===== src/rtl/regbank_pkg.sv =====
// Shared constants, FSM state type and write-enable helper for the register bank read side.
package regbank_pkg;

  localparam int DW   = 32;
  localparam int NREG = 16;
  localparam int AW   = 4;

  typedef enum logic [1:0] {
    ST_IDLE,
    ST_DRAIN,
    ST_DUMP
  } state_t;

  // The bank only commits a write when exactly one enable bit is set.
  function automatic logic onehot_valid(input logic [NREG-1:0] wr_en);
    return (wr_en != '0) && ((wr_en & (wr_en - NREG'(1))) == '0);
  endfunction

endpackage


===== src/rtl/regbank_fwd_mux.sv =====
// Combinational register select with same-cycle write forwarding.
module regbank_fwd_mux
  import regbank_pkg::*;
(
  input  logic [AW-1:0]      addr,
  input  logic [NREG*DW-1:0] regs_flat,
  input  logic [NREG-1:0]    wr_en,
  input  logic [DW-1:0]      wr_data,
  output logic [DW-1:0]      data
);

  logic fwd_hit;

  assign fwd_hit = onehot_valid(wr_en) && wr_en[addr];
  assign data    = fwd_hit ? wr_data : regs_flat[addr*DW +: DW];

endmodule


===== src/rtl/regbank_read_port.sv =====
// Read side of the 16x32 register bank: two-operand read port with one cycle of latency,
// write forwarding, and a debug engine that streams all registers in index order.
module regbank_read_port
  import regbank_pkg::*;
(
  input  logic                clk,
  input  logic                rst,
  input  logic [NREG*DW-1:0]  regs_flat,
  input  logic [NREG-1:0]     wr_en,
  input  logic [DW-1:0]       wr_data,
  input  logic                req_valid,
  output logic                req_ready,
  input  logic [AW-1:0]       req_addr_a,
  input  logic [AW-1:0]       req_addr_b,
  output logic                rsp_valid,
  input  logic                rsp_ready,
  output logic [DW-1:0]       rsp_data_a,
  output logic [DW-1:0]       rsp_data_b,
  input  logic                dump_start,
  output logic                dump_busy,
  output logic                dump_valid,
  input  logic                dump_ready,
  output logic [AW-1:0]       dump_idx,
  output logic [DW-1:0]       dump_data,
  output logic                dump_last
);

  state_t        state, state_next;
  logic [DW-1:0] fwd_a, fwd_b, fwd_dump;
  logic [AW-1:0] dump_addr;
  logic          req_fire;
  logic          dump_fire;
  logic          dump_at_end;

  regbank_fwd_mux u_fwd_a (
    .addr      (req_addr_a),
    .regs_flat (regs_flat),
    .wr_en     (wr_en),
    .wr_data   (wr_data),
    .data      (fwd_a)
  );

  regbank_fwd_mux u_fwd_b (
    .addr      (req_addr_b),
    .regs_flat (regs_flat),
    .wr_en     (wr_en),
    .wr_data   (wr_data),
    .data      (fwd_b)
  );

  // DRAIN loads word 0; DUMP preloads the next word so it is ready on the handshake.
  assign dump_addr = (state == ST_DUMP) ? dump_idx + AW'(1) : '0;

  regbank_fwd_mux u_fwd_dump (
    .addr      (dump_addr),
    .regs_flat (regs_flat),
    .wr_en     (wr_en),
    .wr_data   (wr_data),
    .data      (fwd_dump)
  );

  assign req_fire    = req_valid && req_ready;
  assign dump_fire   = dump_valid && dump_ready;
  assign dump_at_end = (dump_idx == AW'(NREG - 1));
  assign dump_last   = dump_valid && dump_at_end;

  // NOTE: sequential state uses non-blocking assignments so every flop samples pre-edge values.
  always_ff @(posedge clk) begin
    if (rst) state <= ST_IDLE;
    else     state <= state_next;
  end

  // NOTE: every output of this block gets a default first, so no path can infer a latch.
  always_comb begin
    state_next = state;
    req_ready  = 1'b0;
    dump_busy  = 1'b0;
    case (state)
      ST_IDLE: begin
        req_ready = !rst && (!rsp_valid || rsp_ready);
        if (dump_start) state_next = ST_DRAIN;
      end
      ST_DRAIN: begin
        dump_busy = 1'b1;
        if (!rsp_valid) state_next = ST_DUMP;
      end
      ST_DUMP: begin
        dump_busy = 1'b1;
        if (dump_fire && dump_at_end) state_next = ST_IDLE;
      end
      default: state_next = ST_IDLE;
    endcase
  end

  // Response data is only written on accept, so it holds while stalled.
  always_ff @(posedge clk) begin
    if (rst) begin
      rsp_valid  <= 1'b0;
      rsp_data_a <= '0;
      rsp_data_b <= '0;
    end else if (req_fire) begin
      rsp_valid  <= 1'b1;
      rsp_data_a <= fwd_a;
      rsp_data_b <= fwd_b;
    end else if (rsp_ready) begin
      rsp_valid  <= 1'b0;
    end
  end

  always_ff @(posedge clk) begin
    if (rst) begin
      dump_valid <= 1'b0;
      dump_idx   <= '0;
      dump_data  <= '0;
    end else begin
      case (state)
        ST_DRAIN: begin
          if (!rsp_valid) begin
            dump_valid <= 1'b1;
            dump_idx   <= '0;
            dump_data  <= fwd_dump;
          end
        end
        ST_DUMP: begin
          if (dump_fire) begin
            if (dump_at_end) begin
              dump_valid <= 1'b0;
            end else begin
              dump_idx  <= dump_idx + AW'(1);
              dump_data <= fwd_dump;
            end
          end
        end
        default: ;
      endcase
    end
  end

endmodule


===== config.mk =====
export PLATFORM = sky130hd
export DESIGN_NAME = regbank_read_port
export DESIGN_NICKNAME = d
export VERILOG_FILES = /design/src/rtl/regbank_pkg.sv /design/src/rtl/regbank_fwd_mux.sv /design/src/rtl/regbank_read_port.sv
export SDC_FILE = /design/constraint.sdc
export NUM_CORES = 1
export LEC_CHECK = 0
export BUFFER_PORTS_ARGS = -buffer_cell sky130_fd_sc_hd__clkbuf_2
export CAP_MARGIN = 0
export CORE_AREA = 2 2 261 263
export DETAILED_ROUTE_END_ITERATION = 12
export DIE_AREA = 0 0 263 265
export GPL_ROUTABILITY_DRIVEN = 0
export SYNTH_ARGS = -nofsm -noshare
export SYNTH_HDL_FRONTEND = slang
export SYNTH_HIERARCHICAL = 1
export SYNTH_SLANG_ARGS = --single-unit

===== constraint.sdc =====
create_clock -name clk -period 7.4 [get_ports clk]
set_input_delay 1.11 -clock clk [delete_from_list [all_inputs] [get_ports clk]]
set_output_delay 1.11 -clock clk [all_outputs]
set_load 0.005 [all_outputs]

# Yosys cells after proc, flatten, opt, wreduce, memory -nomap -nowiden
# Cells that the tools add are included.
# totals
ram_bits	0
input_bits	574
latchBits	0
output_inout_bits	105
reg_bits	104
mem_bits_ro	0
memories	0
word_cells	76
# op_classes
eq_ne	9
div_mod_pow	0
n_mux	30
bitwise	1
n_mul	0
addsub	2
n_shift	3
n_lt_le_gt_ge	3
n_reduce_logical	21
# ops
cell	n
variable part select 512 x 10 -> 32 bit	3
2-to-1 mux 32 bit	6
case mux 32 bit (2 select lines)	1
bitwise AND 16 bit	1
zero test 16 bit	1
2-to-1 mux 4 bit	4
nonzero test 16 bit	1
subtractor 16 x 1 -> 16 bit, second input constant	1
less-than comparator 4 x 5 -> 1 bit, second input constant	3
binary-select mux 1 bit (select 4 bit)	3
2-to-1 mux 1 bit	10
!= test 2 bit, second input constant	5
logical AND 1 bit	9
case mux 4 bit (2 select lines)	1
AND reduction 4 bit	2
2-to-1 mux 2 bit	3
case mux 2 bit (3 select lines)	1
adder 4 x 1 -> 4 bit, second input constant	1
equality test 4 bit, second input constant	1
nonzero test 2 bit	2
AND reduction 3 bit	1
equality test 2 x 1 -> 1 bit, second input constant	1
equality test 2 bit, second input constant	1
zero test 1 bit	2
other kinds (5)	5

# Logic depth before layout (Yosys ltp)
# Gate-level depths: netlist (run 1).
# logic_depth
ltp_word	9
mapped_depth	15

# Cells and area by module
# Netlist (run 1), hierarchy kept.
# modules_own_cells
module	cells_each	seq_area_each_um2	area_per_inst_um2	n_inst
regbank_fwd_mux at u_fwd_a ...	268	0.0	4649.5	2
regbank_fwd_mux at u_fwd_dump	267	0.0	4625.7	1
regbank_read_port	410	2082.0	4322.9	1

# Least setup slack after synthesis (run 1)
# No wires, ideal clock.
# synth_timing
path_kind	in2reg
startpoint	in req_addr_a[2]
endpoint	reg rsp_data_a[28]
slack_ns	4.158
arrival_time_ns	3.119
path_stages	9
cell_sequence	buf_4 > mux4_2 > nor2b_1 > a211oi_1 > a211oi_1 > o311ai_2 > buf_6 > mux2_4 > mux2_1
# synth_between
elab_chain_cells	4
elab_cells_between_ends	5
cone_classes	shift (1); mux (3); reduce/logical (1)
# synth_lines
element	line_no	source
start: declaration	regbank_read_port.sv:13	input logic [AW-1:0] req_addr_a,
branches (longest 3 deep; another with variable part select 512 x 10 -> 32 bit)	--	
2-to-1 mux 32 bit (*)	regbank_fwd_mux.sv:15	assign data = fwd_hit ? wr_data : regs_flat[addr*DW +: DW];
named net fwd_a[28]	regbank_read_port.sv:29	logic [DW-1:0] fwd_a, fwd_b, fwd_dump;
end signal: assignment	regbank_read_port.sv:103	rsp_data_a <= fwd_a;
end: declaration	regbank_read_port.sv:17	output logic [DW-1:0] rsp_data_a,
# Mark *: on every way through the listed nets, which the timed path passes. The select of a mux whose other input is x is not followed.
# A chain may end at the register's enable or synchronous reset.

# Worst setup path after layout (run 1)
# layout_timing
startpoint	reg state[0]
endpoint	reg dump_data[9]
# layout_between
elab_chain_cells	9
elab_cells_between_ends	17
cone_classes	eq/ne (5); shift (1); mux (8); reduce/logical (3)
# layout_lines
element	line_no	source
start: declaration	regbank_read_port.sv:28	state_t state, state_next;
start signal: assignment	regbank_read_port.sv:70	else state <= state_next;
equality test 2 bit (*)	regbank_read_port.sv:52	assign dump_addr = (state == ST_DUMP) ? dump_idx + AW'(1) : '0;
2-to-1 mux 4 bit (*)	regbank_read_port.sv:52	
named net dump_addr[0]	regbank_read_port.sv:30	logic [AW-1:0] dump_addr;
branches (longest 3 deep; another with variable part select 512 x 10 -> 32 bit)	--	
2-to-1 mux 32 bit (*)	regbank_fwd_mux.sv:15	
named net fwd_dump[9]	regbank_read_port.sv:29	
2-to-1 mux 32 bit	regbank_read_port.sv:126	if (dump_at_end) begin
2-to-1 mux 32 bit	regbank_read_port.sv:125	if (dump_fire) begin
case mux 32 bit (2 select lines) (*)	regbank_read_port.sv:116	case (state)
end signal: assignment	regbank_read_port.sv:121	dump_data <= fwd_dump;
end signal: assignment	regbank_read_port.sv:130	dump_data <= fwd_dump;
end: declaration	regbank_read_port.sv:24	output logic [DW-1:0] dump_data,
# Marks and branches as above.

==> results of run 1 <==
[metal layers]
layer	up-vias	share of wire, %	track usage [%]
li1	6482	-	-
met1	8478	38	28.8
met2	1265	49	36.5
met3	193	10	5.96
met4	4	3.4	7.81
met5	-	0.036	0
[through the flow]
| stage | setup WS (ps) | hold slack [ps] | total power, mW |
|---|---|---|---|
| after floorplan | 4160 | 451 | 2.16 |
| after global placement | 3110 | 443 | 2.84 |
| after detailed placement | 3050 | 451 | 2.88 |
| after CTS | 3100 | 464 | 3.42 |
| after global routing | 2840 | 478 | 3.57 |
| final | 3130 | 461 | 3.39 |
[cell type report]
type / instances / share of cell area, %
Antenna cell: 8 / 0.0891
Inverter: 7 / 0.122
Multi-Input combinational cell: 955 / 68.1
Sequential cell: 104 / 9.26
Tap cell: 873 / 4.86
Clock buffer: 9 / 1.00
Clock inverter: 7 / 0.262
Timing Repair Buffer: 704 / 16.3
[Yosys cell counts (4+ instances only)]
cell / n
a211oi_1: 8
buf_6: 16
mux2_2: 62
nand3_1: 6
nor3_1: 7
mux4_2: 491
buf_2: 30
nand2_1: 76
nor2_1: 19
or3_1: 5
buf_4: 22
ha_1: 5
inv_1: 6
mux2_4: 90
dfxtp_1: 104
clkbuf_1: 63
mux2_1: 9
nor2b_1: 69
mux2i_1: 43
nor4_4: 4
buf_1: 9
and2_1: 4
a21oi_1: 5
o21ai_0: 7
[state kept, by name (all words and copies together), names as in the netlist]
register,count
dump_data,32
rsp_data_a,32
rsp_data_b,32
dump_idx,4
state,2
dump_valid,1
rsp_valid,1
[cell families (layout without fill, tap and decap cells)]
group / Yosys count / after routing
other: 0 / 8
multiplexers: 696 / 696
flip-flops: 104 / 104
XOR/XNOR: 3 / 3
adder cells (fa/ha/maj): 5 / 5
AO/OA/AOI/OAI: 43 / 43
AND/OR/NAND/NOR: 208 / 208
buffers and inverters: 154 / 727
[power by group]
part	switching (mW)	leakage, nW	internal (mW)
Clock	0.282	0.139	0.236
Sequential	0.0973	0.854	0.712
Combinational	0.931	7.80	1.13
[cell usage in the layout, fill, tap and decap left out, types with 9 or more instances in the layout]
| master | count |
|---|---|
| nor2_1 | 19 |
| nand2_1 | 76 |
| clkbuf_2 | 671 |
| mux2_2 | 62 |
| mux4_2 | 491 |
| mux2i_1 | 43 |
| mux2_1 | 9 |
| nor2b_1 | 68 |
| dfxtp_1 | 104 |
| mux2_4 | 90 |
| clkbuf_16 | 9 |
| buf_4 | 26 |
[worst paths after layout]
kind	slack (ps)	from	endpoint
worst min-delay path	460	dump_data[23]	dump_data[23]
worst min register to register	460	dump_data[23]	dump_data[23]
worst max register to register	3130	state[0]	dump_data[9]
worst max-delay path	3130	state[0]	dump_data[9]
[critical path: cells and delay by family (launching register included)]
family        cells  cell delay [ps]
buf+inv           3             1370
fa+ha+maj         1              390
mux               4             1450
flops             1              340
simple gates      2              490
==> flow_summary.json, run 1 <==
{
  "die-area_um2": 69700,
  "fp.dieW_um": 263,
  "antenna_found_initial": 10,
  "synth_top_flop_cell": "dfxtp_1",
  "post-route-util_pct": 33.6,
  "drv_cap": 0,
  "synthCells": 1213,
  "cpPeakStageDelay_ps": 630,
  "drive_above_1_share_pct": 77.7,
  "die_h_um": 265,
  "yosys_warnings": 6,
  "worst_pin_slew_ps": 1080,
  "crit_arrival_ps": 4520,
  "yosys-top-cells-area": "mux4_2 61%, dfxtp_1 11%, mux2_4 7.4%",
  "hpwl_um": 61300,
  "seq_area_frac_synth_pct": 11.4,
  "grt.total_usage_pct": 22.4,
  "slew_violations": 0,
  "fillers": 6631,
  "grt_pass1_wl_um": 117000,
  "worstHoldPathCells": 2,
  "instances_no_fill": 2667,
  "cts-root-buf": "clkbuf_16",
  "syn_to_final_growth_pct": 23.2,
  "ff2ff_path_depth": 10,
  "register_area_um2": 2080,
  "synth_top_area_cell": "mux4_2",
  "initialDrtViolationCount": 1743,
  "syn_nets": 1792,
  "wire_per_inst_um": 29.9,
  "viasPerCell": 6.16,
  "synth_seq_cells": 104,
  "overflow": 0,
  "grt_pass1_vias": 17100,
  "critPathMaxFanout": 32,
  "drc": 0,
  "finalSetupViolCount": 0,
  "synth-simple-area-share_pct": 6.23,
  "end_kind": "flop",
  "vias": 16400,
  "core_um2": 66800,
  "setup_tns_ps": 0,
  "start_util_pct": 27.3,
  "drtPass1Iterations": 5,
  "dpl.cell_count": 2643,
  "clk_pin_slew_ps": 80,
  "cts_setup_buffers": 0,
  "slew-limit-headroom_pct": 28.3,
  "async_reset_ff_share_pct": 0,
  "design_area_um2": 22500,
  "synthMuxAreaShare_pct": 74.9,
  "synth_xor_area_share_pct": 0.144,
  "synth_compound_area_share_pct": 2.04,
  "clockBufferDepth": 2,
  "top_level_ports": 679,
  "crit_required_ps": 7660,
  "syn-cell-area_um2": 18200,
  "cts_tree": "built",
  "rsz0062_at_grt": "no",
  "synth_area_per_cell_um2": 15.0,
  "postCtsHoldBufs": 0,
  "finalHoldViolCount": 0,
  "path_cells": "inv_1 -> ha_1 -> nor2b_4 -> buf_4 -> buf_4 -> mux4_2 -> mux4_2 -> mux2_4 -> nand2_1 -> mux2i_1",
  "grt_start_max_net_pins": 83,
  "synthAdderAreaFrac_pct": 0.343,
  "ir_drop_v": 0.000113,
  "synth_edf_count": 0,
  "post_cts_resized": 0,
  "min_period_over_period_pct": 57.7,
  "critPathKind": "flop to flop",
  "cts_buffers": 9,
  "status": "finished, final reports clean",
  "final_nets": 2360,
  "p_leak_nw": 8.79,
  "critPathLaunchType": "flop",
  "synth_cell_types": 56,
  "p_per_area_nw_per_um2": 151,
  "max_freq_mhz": 234,
  "period_needed_ps": 4270,
  "postRouteAntennaNets": 0,
  "routed_wl_um": 79800,
  "multi_input_area_um2": 15300,
  "cts_num_sinks": 104,
  "rows": 95,
  "min_path_type": "flop to flop",
  "ctsHtreeMaxLevel": 3,
  "yosysTopAreaCellShare_pct": 60.6,
  "critPathSlowestCell": "buf_4",
  "port_buffers": 678,
  "synth_top_family_by_area": "multiplexers",
  "skew_ps": 10.4,
  "dpl_cell_area_um2": 22200,
  "clock_latency_ps": 390
}
No activity file was read; power rests on OpenSTA's default activity.
==> run 2: changes to the inputs <==
Clock period 7.4 ns to 3.84 ns, I/O delays scaled along.
==> run 2 against run 1 <==
Net effect:
- global-route usage rose by 0.60 points
- worst setup slack got worse by 2700 ps
- first-iteration DRC count increased by 1.3%
- via count grew 1.3%
- largest power group unchanged
- design area grew 2.2%
==> flow_summary.json, run 2 (same netlist as run 1, synthesis figures left out) <==
{
  "end_kind": "flop",
  "min_period_over_period_pct": 89.0,
  "die-area_um2": 69700,
  "cts_num_sinks": 104,
  "clock_latency_ps": 400,
  "viasPerCell": 6.16,
  "drtPass1Iterations": 7,
  "layout_common_cells": "671 x clkbuf_2, 491 x mux4_2, 104 x dfxtp_1, 90 x mux2_4, 76 x nand2_1",
  "wire_per_inst_um": 30.4,
  "status": "finished, final reports clean",
  "post_cts_resized": 0,
  "pre_cts_ws_ps": 403,
  "rows": 95,
  "period_needed_ps": 3420,
  "start_util_pct": 27.3,
  "grt.total_usage_pct": 23.0,
  "p_leak_nw": 9.04,
  "core_um2": 66800,
  "holdCritStartpoint": "dump_data[13]",
  "rsz0062_at_grt": "no",
  "ff2ff_path_depth": 10,
  "final_nets": 2395,
  "finalHoldViolCount": 0,
  "hpwl_um": 64500,
  "drc": 0,
  "p_seq_share_pct": 22.9,
  "skew_ps": 17.8,
  "p_sw_share_pct": 37.3,
  "cts_setup_buffers": 0,
  "overflow": 0,
  "drive_above_1_share_pct": 78.1,
  "clk_pin_slew_ps": 80,
  "fp.dieW_um": 263,
  "initialDrtViolationCount": 1765,
  "worst_pin_slew_ps": 1010,
  "slew_violations": 0,
  "combPwrFrac_pct": 59.7,
  "dpl.cell_count": 2678,
  "cts_buffers": 9,
  "slew-limit-headroom_pct": 33.0,
  "postCtsHoldBufs": 0,
  "max_freq_mhz": 293,
  "p_per_area_nw_per_um2": 298,
  "ir_drop_v": 0.000193,
  "critPathKind": "flop to flop",
  "reg.largest.list": "dump_data x32, rsp_data_a x32, rsp_data_b x32",
  "antenna_found_initial": 14,
  "top_level_ports": 679,
  "grt_pass1_wl_um": 119000,
  "fin_ws_ps": 423,
  "grt_pass1_vias": 17400,
  "port_buffers": 678,
  "syn_to_final_growth_pct": 25.8,
  "instances_no_fill": 2703,
  "crit_arrival_ps": 3680,
  "grt_start_max_net_pins": 70,
  "vias": 16600,
  "routed_wl_um": 82100,
  "reg2reg_slack_ps": 420,
  "p_int_mw": 4.29,
  "clockBufferDepth": 2,
  "crit_required_ps": 4110,
  "reg2reg_to": "dump_data[9]",
  "finalSetupViolCount": 0,
  "drv_cap": 0,
  "critPathMaxFanout": 29,
  "critPathLaunchType": "flop",
  "min_to": "dump_data[13]",
  "min_path_type": "flop to flop",
  "worstHoldPathCells": 2,
  "final_common_cell": "clkbuf_2",
  "cts_tree": "built",
  "setup_tns_ps": 0,
  "r2r-start": "state[0]",
  "p_clk_share_pct": 17.4,
  "finalPower_mw": 6.83,
  "die_h_um": 265,
  "ctsHtreeMaxLevel": 3,
  "p_sw_mw": 2.55,
  "postRouteAntennaNets": 0,
  "cts-root-buf": "clkbuf_16"
}
## run 2: cell types whose count changed in the layout (fill, tap and decap cells not counted)
| cell | delta |
|---|---|
| buf_12 | +12 |
| inv_6 | -3 |
| clkinvlp_4 | -1 |
| buf_4 | +23 |
| bufinv_16 | +3 |
| clkinv_2 | -1 |
| clkinv_4 | +2 |
| diode_2 | +1 |
## run 2: worst max-delay path, cell delays in order, from the launching register on
cell	delay [ps]
dfxtp_1	330
inv_1	110
ha_1	410
nor2b_4	370
buf_12	270
buf_12	270
mux4_2	590
mux4_2	470
mux2_4	280
nand2_1	60
mux2i_1	90
## run 2: metal layers
layer  global-route usage (%)  part of all wire, %
met5                        0                0.072
met2                     37.3                   48
met3                     6.94                   11
met4                     10.5                  4.6
met1                     28.3                   37
## run 2: layout make-up
| cell class | count | area (µm²) |
|---|---|---|
| well taps | 873 | 1090 |
| inverters | 7 | 27.5 |
| clock inverters | 7 | 128 |
| clock buffers | 9 | 225 |
| repair buffers | 739 | 4080 |
| fillers | 6560 | 43800 |
| multi-input cells | 955 | 15300 |
| diodes | 9 | 22.5 |
| flip-flops and latches | 104 | 2080 |
## run 2: worst max path at each step
stage | from | end | slack (ps)
floorplan | state[0] | dump_data[23] | 640
detailed placement | state[0] | dump_data[7] | 400
global route | state[0] | dump_data[10] | 220
CTS | state[0] | dump_data[9] | 390
global placement | state[0] | dump_data[9] | 490
finish | state[0] | dump_data[9] | 420
## run 2: metrics by stage
step                      hold slack [ps]  area [µm²]  util (%)
after floorplan                       451       18200         -
after global placement                445       22600      33.8
after detailed placement              448       22600      33.8
after CTS                             462       22900      34.3
after global routing                  490       23000      34.4
final                                 464       23000      34.4
## run 2: power groups by stage
stage / Sequential, mW / Clock (mW) / Combinational [mW]
2_1_floorplan: 1.56 / 0 / 2.61
3_3_place_gp: 1.58 / 0 / 4.00
3_5_place_dp: 1.59 / 0 / 4.07
4_1_cts: 1.56 / 1.25 / 4.09
5_1_grt: 1.60 / 1.27 / 4.31
6_report: 1.57 / 1.19 / 4.08
